$ cat config.mk
export PLATFORM = sky130hd
export DESIGN_NAME = trap_ctrl
export DESIGN_NICKNAME = d
export VERILOG_FILES = /design/src/rtl/trap_ctrl.sv
export SDC_FILE = /design/constraint.sdc
export NUM_CORES = 1
export LEC_CHECK = 0
export BUFFER_PORTS_ARGS = -buffer_cell sky130_fd_sc_hd__buf_2
export CAP_MARGIN = 20
export CORE_MARGIN = 4
export CORE_UTILIZATION = 40
export CTS_CLUSTER_SIZE = 20
export DETAILED_ROUTE_END_ITERATION = 7
export GPL_TIMING_DRIVEN = 0
export PLACE_DENSITY = 0.75
export RECOVER_POWER = 50
export SYNTH_ARGS = -nofsm -noshare
export SYNTH_HDL_FRONTEND = slang
export SYNTH_SLANG_ARGS = --single-unit
$ cat constraint.sdc
create_clock -name clk -period 2 [get_ports clk]
set_clock_uncertainty 0.05 [all_clocks]
set_input_delay 0.3 -clock clk [delete_from_list [all_inputs] [get_ports clk]]
set_output_delay 0.3 -clock clk [all_outputs]
set_load 0.05 [all_outputs]
$ cat src/rtl/trap_ctrl.sv
// Trap sequencer: arbitrates exceptions, machine-timer interrupt and mret, then redirects fetch.
// Optional feature macro: TRAP_VECTORED_EN (vectored interrupt targets when mtvec[1:0]==2'b01).
module trap_ctrl #(
    parameter int unsigned DATA_WIDTH = 32
) (
    input  logic                  clk,
    input  logic                  rst_n,
    input  logic                  inst_valid,
    input  logic [DATA_WIDTH-1:0] pc,
    input  logic                  ecall,
    input  logic                  ebreak,
    input  logic                  illegal,
    input  logic                  mret_req,
    input  logic                  timer_irq,
    input  logic                  mstatus_mie,
    input  logic [DATA_WIDTH-1:0] mtvec,
    input  logic [DATA_WIDTH-1:0] mepc,
    output logic                  intr,
    output logic [DATA_WIDTH-1:0] intr_NO,
    output logic [DATA_WIDTH-1:0] intr_epc,
    output logic                  mret,
    output logic                  stall,
    output logic                  redirect_valid,
    output logic [DATA_WIDTH-1:0] redirect_pc,
    input  logic                  redirect_ready
);

    localparam int unsigned DW = DATA_WIDTH;
    localparam logic [DW-1:0] IRQ_CAUSE   = (DW'(1) << (DW - 1)) | DW'(7);
    localparam logic [DW-1:0] CAUSE_ILL   = DW'(2);
    localparam logic [DW-1:0] CAUSE_BRK   = DW'(3);
    localparam logic [DW-1:0] CAUSE_ECALL = DW'(11);

    typedef enum logic [1:0] {
        IDLE,
        TRAP,
        RET,
        REDIR
    } state_e;

    state_e        state_q, state_d;
    logic [DW-1:0] cause_q, cause_d;
    logic [DW-1:0] epc_q, epc_d;
    logic [DW-1:0] tgt_q, tgt_d;

    logic          req_exc, req_irq, req_ret;
    logic [DW-1:0] exc_cause;
    logic [DW-1:0] trap_base;
    logic [DW-1:0] trap_tgt;

    // Requests are masked during reset so every output reads 0 while rst_n is low.
    assign req_exc = rst_n & inst_valid & (illegal | ebreak | ecall);
    assign req_ret = rst_n & inst_valid & mret_req;
    assign req_irq = rst_n & inst_valid & timer_irq & mstatus_mie;

    always_comb begin
        if (illegal)     exc_cause = CAUSE_ILL;
        else if (ebreak) exc_cause = CAUSE_BRK;
        else             exc_cause = CAUSE_ECALL;
    end

    assign trap_base = {mtvec[DW-1:2], 2'b00};

`ifdef TRAP_VECTORED_EN
    always_comb begin
        if (mtvec[1:0] == 2'b01 && cause_q[DW-1])
            trap_tgt = trap_base + {cause_q[DW-3:0], 2'b00};
        else
            trap_tgt = trap_base;
    end
`else
    logic unused_mode;
    assign unused_mode = ^mtvec[1:0];
    assign trap_tgt    = trap_base;
`endif

    always_comb begin
        state_d        = state_q;
        cause_d        = cause_q;
        epc_d          = epc_q;
        tgt_d          = tgt_q;
        intr           = 1'b0;
        mret           = 1'b0;
        stall          = 1'b0;
        redirect_valid = 1'b0;
        unique case (state_q)
            IDLE: begin
                if (req_exc) begin
                    stall   = 1'b1;
                    cause_d = exc_cause;
                    epc_d   = pc;
                    state_d = TRAP;
                end else if (req_ret) begin
                    stall   = 1'b1;
                    state_d = RET;
                end else if (req_irq) begin
                    stall   = 1'b1;
                    cause_d = IRQ_CAUSE;
                    epc_d   = pc;
                    state_d = TRAP;
                end
            end
            TRAP: begin
                intr    = 1'b1;
                stall   = 1'b1;
                tgt_d   = trap_tgt;
                state_d = REDIR;
            end
            RET: begin
                mret    = 1'b1;
                stall   = 1'b1;
                tgt_d   = mepc;
                state_d = REDIR;
            end
            REDIR: begin
                redirect_valid = 1'b1;
                stall          = 1'b1;
                if (redirect_ready) state_d = IDLE;
            end
            default: state_d = IDLE;
        endcase
    end

    always_ff @(posedge clk or negedge rst_n) begin
        if (!rst_n) begin
            state_q <= IDLE;
            cause_q <= '0;
            epc_q   <= '0;
            tgt_q   <= '0;
        end else begin
            state_q <= state_d;
            cause_q <= cause_d;
            epc_q   <= epc_d;
            tgt_q   <= tgt_d;
        end
    end

    assign intr_NO     = cause_q;
    assign intr_epc    = epc_q;
    assign redirect_pc = tgt_q;

endmodule

; After elaboration in Yosys (flattened, before gate mapping)
; Index checks and enable logic that the tools add are counted.
[word_totals]
ramBits = 0
inputBits = 106
latchBits = 0
n_memories = 0
out_inout_bits = 100
romBits = 0
reg_bits = 98
word_cells = 45
[classes]
n_addsub = 0
n_mul = 0
div_mod_pow = 0
n_bitwise = 7
mux = 21
magnitude_cmp = 0
n_eq_ne = 6
shifts = 0
reduce_logical = 7
[op_table]
columns = operator, count
row1 = $mux W32, 7
row2 = $pmux W32 S2, 1
row3 = $mux W2, 4
row4 = $mux W1, 6
row5 = $pmux W2 S3, 1
row6 = $and A1 B1 Y1, 5
row7 = $eq A2 B2 Y1 const B, 2
row8 = $mux W4, 1
row9 = $ne A2 B2 Y1 const B, 2
row10 = $ne A4 B4 Y1 const B, 1
row11 = $reduce_bool A2 Y1, 2
row12 = $reduce_and A3 Y1, 1
row13 = $reduce_or A3 Y1, 1
row14 = $eq A2 B1 Y1 const B, 1
row15 = $logic_not A2 Y1, 1
row16 = $or A1 B1 Y1, 2
row17 = $pmux W1 S2, 1
row18 = $reduce_and A2 Y1, 1
row19 = $reduce_or A2 Y1, 1

; Depth between registers and ports, before layout
[depth]
word_depth = 7
mapped_depth = 6
mapped_depth_nobuf = 5

; Least setup slack after synthesis
; No wires, ideal clock.
[synth_path]
path_type = flip-flop to flip-flop
start = register state_q[0]
end = register tgt_q[10] (netlist: redirect_pc[10])
arrival_ns = 1.762
setup_ns = 0.137
synth_period_minus_slack_ns = 1.949
t_required_ns = 1.813
n_path_buf = 2
slack_ns = 0.051
path_stages_with_launch = 7
path_cell_list = dfrtp_1 -> inv_1 -> ha_1 -> clkbuf_1 -> buf_2 -> mux2i_1 -> a21oi_1
[synth_via]
elab_chain_len = 2
word_cells_on_any_way = 4
cone_classes = 2 x eq/ne / 1 x mux / 1 x reduce/logical
[synth_rtl]
columns = element, line
row1 = from (decl), 41  ; state_e state_q, state_d;
row2 = from (signal assigned), 131  ; state_q <= state_d;
row3 = $eq A2 B2 Y1 / $eq A2 B1 Y1 (equally long branches), 86  ; unique case (state_q)
row4 = $pmux W32 S2 / $reduce_bool A2 Y1 (equally long branches), -
row5 = to (signal assigned), 134  ; tgt_q <= tgt_d;
row6 = to (decl), 44  ; logic [DW-1:0] tgt_q, tgt_d;
; Several ways; a longest one is shown, not always the timed one.
; A chain may end at the register's enable or synchronous reset.

; Worst setup path in the final report
[layout_path]
start = register state_q[0]
end = register tgt_q[15] (netlist: redirect_pc[15])
; Same word-level chain as after synthesis.

==> key figures <==
Run status
  – Status: finished, violations left
  – Failing checks: hold timing

Setup path
  – Setup slack, reg-to-reg: 230 ps
  – Slowest-stage cell, CP: dfrtp_1
  – Max incr delay on CP: 390 ps
  – Worst EP arrival: 1910 ps
  – CP max FO: 10
  – Worst endpoint required time: 2130 ps
  – Crit-path cells: inv_1 > ha_1 > clkbuf_2 > clkbuf_1 > a21oi_1
  – R2R Path Start: state_q[0]$_DFFE_PN0P_
  – WP buf/inv: 3
  – Crit. End Element: register
  – CP top delay family: buffers and inverters
  – Setup CP Type: reg2reg
  – Worst r2r dst: redirect_pc[15]$_DFFE_PN0P_
  – Worst setup SP type: register
  – Cells on worst reg2reg path: 5

Global routing
  – Vias in the first global route: roughly 2700
  – Gr ovfl total: 0
  – Largest net degree at the start of global routing: slightly above 70
  – Wire length of the first global-routing pass: between 10 and 15 mm
  – Initial antenna violation count: 0
  – GRT Resource Usage Total: 0.1620

STA
  – Worst slew pin tran: between 600 and 700 ps
  – Max Slew Vio Count: 0
  – Hold Fails Final Rpt: 70
  – Final Worst Setup Slack: 225.5 ps
  – Hold_ws: -184.8 ps
  – Relative slew slack: 0.5855
  – Unrepaired setup endpoints after global routing: false
  – FMAX: approximately 560 MHz
  – Crit path time final: ~1800 ps
  – Final setup vio count: 0
  – Period utilization: 0.8872

Synthesis
  – Adder-cell area share of the yosys netlist: 0.01866
  – Seq/Total Area, Yosys: 0.5226
  – Top cell type's share of synthesized area: 0.5226
  – Main combinational cell family by area after synthesis: multiplexers
  – Post-synthesis compound-gate area fraction: 0.05972
  – Post-Syn Instances: approximately 270
  – Warnings, synthesis: 0
  – Yosys cell types: 27
  – Yosys top cell by area: dfrtp_1
  – Simple-gate share of the synthesized area: 0.05412
  – Mux contribution to synthesized area: 0.2400
  – FF+latch count, synth: 70
  – Post-Synth XOR/XNOR Area: 0
  – Synth top area cells: dfrtp_1 (52%), mux2_4 (12%), mux2i_1 (9.6%)
  – Mapped Area: ~0.0034 mm²
  – Avg Cell Area, Syn: 12.28 µm²

Final layout
  – Area grow syn2layout: 37.92%
  – Fin area: roughly 0.0046 mm²
  – Ant diodes: 0
  – Nets: ~600
  – Layout cells sized above 1: 0.4673
  – Post-Layout Cell Count: 595

Worst hold path
  – Min-delay worst type: in2async

Floorplanning
  – Core ar.: 0.008175 mm²
  – DIE HEIGHT: approximately 100 µm
  – Die outline width: 99.54 µm
  – Die ar.: between 0.009 and 0.01 mm²
  – Starting Density: 0.4100
  – FP Rows: 33
  – I/O pin total: roughly 200

CTS
  – CTS tree: done
  – Clock sinks: 70
  – CTS max path bufs: 2
  – Inserted Clock Buffers: 9
  – Setup bufs post-CTS: 0
  – Worst-skew pair later-pin latency: 320 ps
  – H-tree levels: 3
  – Clk root buf: clkbuf_8
  – Reg clk slew, reported paths: approximately 80 ps

Placed design
  – Dpl cells: 580
  – Port buffer count: roughly 180
  – Pre-CTS WS: -376.4 ps
  – DP Wirelength: roughly 6.4 mm
  – Placed Instance Area: approximately 0.0045 mm²
  – Gpl congestion: about 0.74

Pwr
  – Int Pwr: about 4.3 mW
  – Power density of the placed cells: a little over 2000 mW/mm²
  – Net Sw Power: between 5 and 6 mW
  – Logic pwr share: 0.614
  – Leakage power figure: 2.336 nW
  – Clock network fraction of total power: 0.113
  – Sw Ratio: 0.5429
  – Max VDD drop: ~1200 µV
  – Reg power frac: 0.273

Route
  – Via Count: about 2700
  – Antenna Nets Post-Route: 0
  – Vias/cell: between 4 and 5
  – Initial DRC count: 37
  – WL/cell: 13.75 µm
  – Drt pass-1 iters: 4
  – Total Wirelength: around 8 mm
  – DRC errors left: 0

Job
  – MaxCap Viol Count: 0
-- synthesized netlist by cell type, drive strengths merged --
library cell  count
nor2b             1
nor3              1
nand4             2
buf              37
a21oi            32
clkbuf            6
conb              1
a21bo             1
dfrtp            70
mux2             34
nand2             2
or2               1
and3              1
o21ai             6
mux2i            32
inv               7
and2              1
nor2             31
ha                5
nand3             2
-- repair_timing --
action,in CTS,in global routing
gates resized for setup,5,7
pin swaps,0,0
endpoints found under the setup margin,11,32
endpoints found under the hold margin,70,70
-- final cells by class --
| cell class | instances | area, µm² |
|---|---|---|
| buffer | 43 | 332.8 |
| clock buffer | 11 | 131.4 |
| clock inverter | 4 | 48.80 |
| fill | 725 | 3552 |
| inverter | 7 | 26.28 |
| multi-input combinational | 179 | 1350 |
| sequential | 70 | 1752 |
| tap | 105 | 131.4 |
| timing repair buffer | 176 | 850.8 |
-- metal layers --
layer  part of all wire  global-route usage
met1               0.40              0.2004
met2               0.48              0.2748
met3               0.11             0.04769
met4             0.0093             0.04727
met5                  0                   0
-- power by group through the flow --
stage	Clock (mW)	Sequential, mW	Combinational (mW)
2_1_floorplan	0	4.94	2.09
3_3_place_gp	0	2.51	5.75
3_5_place_dp	0	2.54	5.87
4_1_cts	1.09	2.54	5.88
5_1_grt	1.17	2.64	6.08
6_report	1.05	2.55	5.73
-- cells by family after synthesis --
| group | Yosys count |
|---|---|
| other cells | 1 |
| simple gates | 42 |
| compound gates | 39 |
| flops | 70 |
| mux | 66 |
| buf+inv | 50 |
| fa+ha+maj | 5 |
-- flip-flops by register name, summed over array words and instances, names as in the netlist --
register and flops:
intr_epc 32, redirect_pc 32, intr_NO 4, state_q 2
-- cell usage in the layout, fill, tap and decap left out --
master,n
buf_2,140
dfrtp_1,70
clkbuf_1,40
a21oi_1,32
mux2i_1,32
nor2_1,31
buf_4,29
mux2_4,27
conb_1,27
clkbuf_8,9
inv_1,7
mux2_2,7
clkbuf_2,5
o21ai_0,5
ha_1,5
buf_12,3
nand2_1,2
nand3_1,2
nand4_1,2
clkinv_2,2
nor3_2,1
and2_1,1
a21bo_2,1
o21ai_1,1
and3_1,1
buf_6,1
buf_8,1
buf_1,1
clkbuf_4,1
or2_1,1
nor2b_1,1
clkinv_4,1
bufinv_16,1
-- stage by stage --
step           utilization  TNS (ps)  power (mW)
6_report            0.5655         0       9.339
5_1_grt             0.5655         0       9.890
4_1_cts             0.5696         0       9.511
3_5_place_dp        0.5461    -11490       8.412
3_3_place_gp        0.5458    -30210       8.265
2_1_floorplan            -         0       7.026
-- worst max-delay path by stage --
stage,slack (ps),start,endpoint,cells past startpoint
floorplan,50,state_q[0]$_DFFE_PN0P_,redirect_pc[10]$_DFFE_PN0P_,6
global placement,-830,rst_n,intr_epc[30]$_DFFE_PN0P_,6
detailed placement,-380,rst_n,state_q[1]$_DFFE_PN0P_,5
CTS,4,state_q[0]$_DFFE_PN0P_,redirect_pc[12]$_DFFE_PN0P_,6
global route,80,state_q[0]$_DFFE_PN0P_,redirect_pc[28]$_DFFE_PN0P_,6
finish,230,state_q[0]$_DFFE_PN0P_,redirect_pc[15]$_DFFE_PN0P_,5
Note: power is estimated with default switching activity, not from simulation.
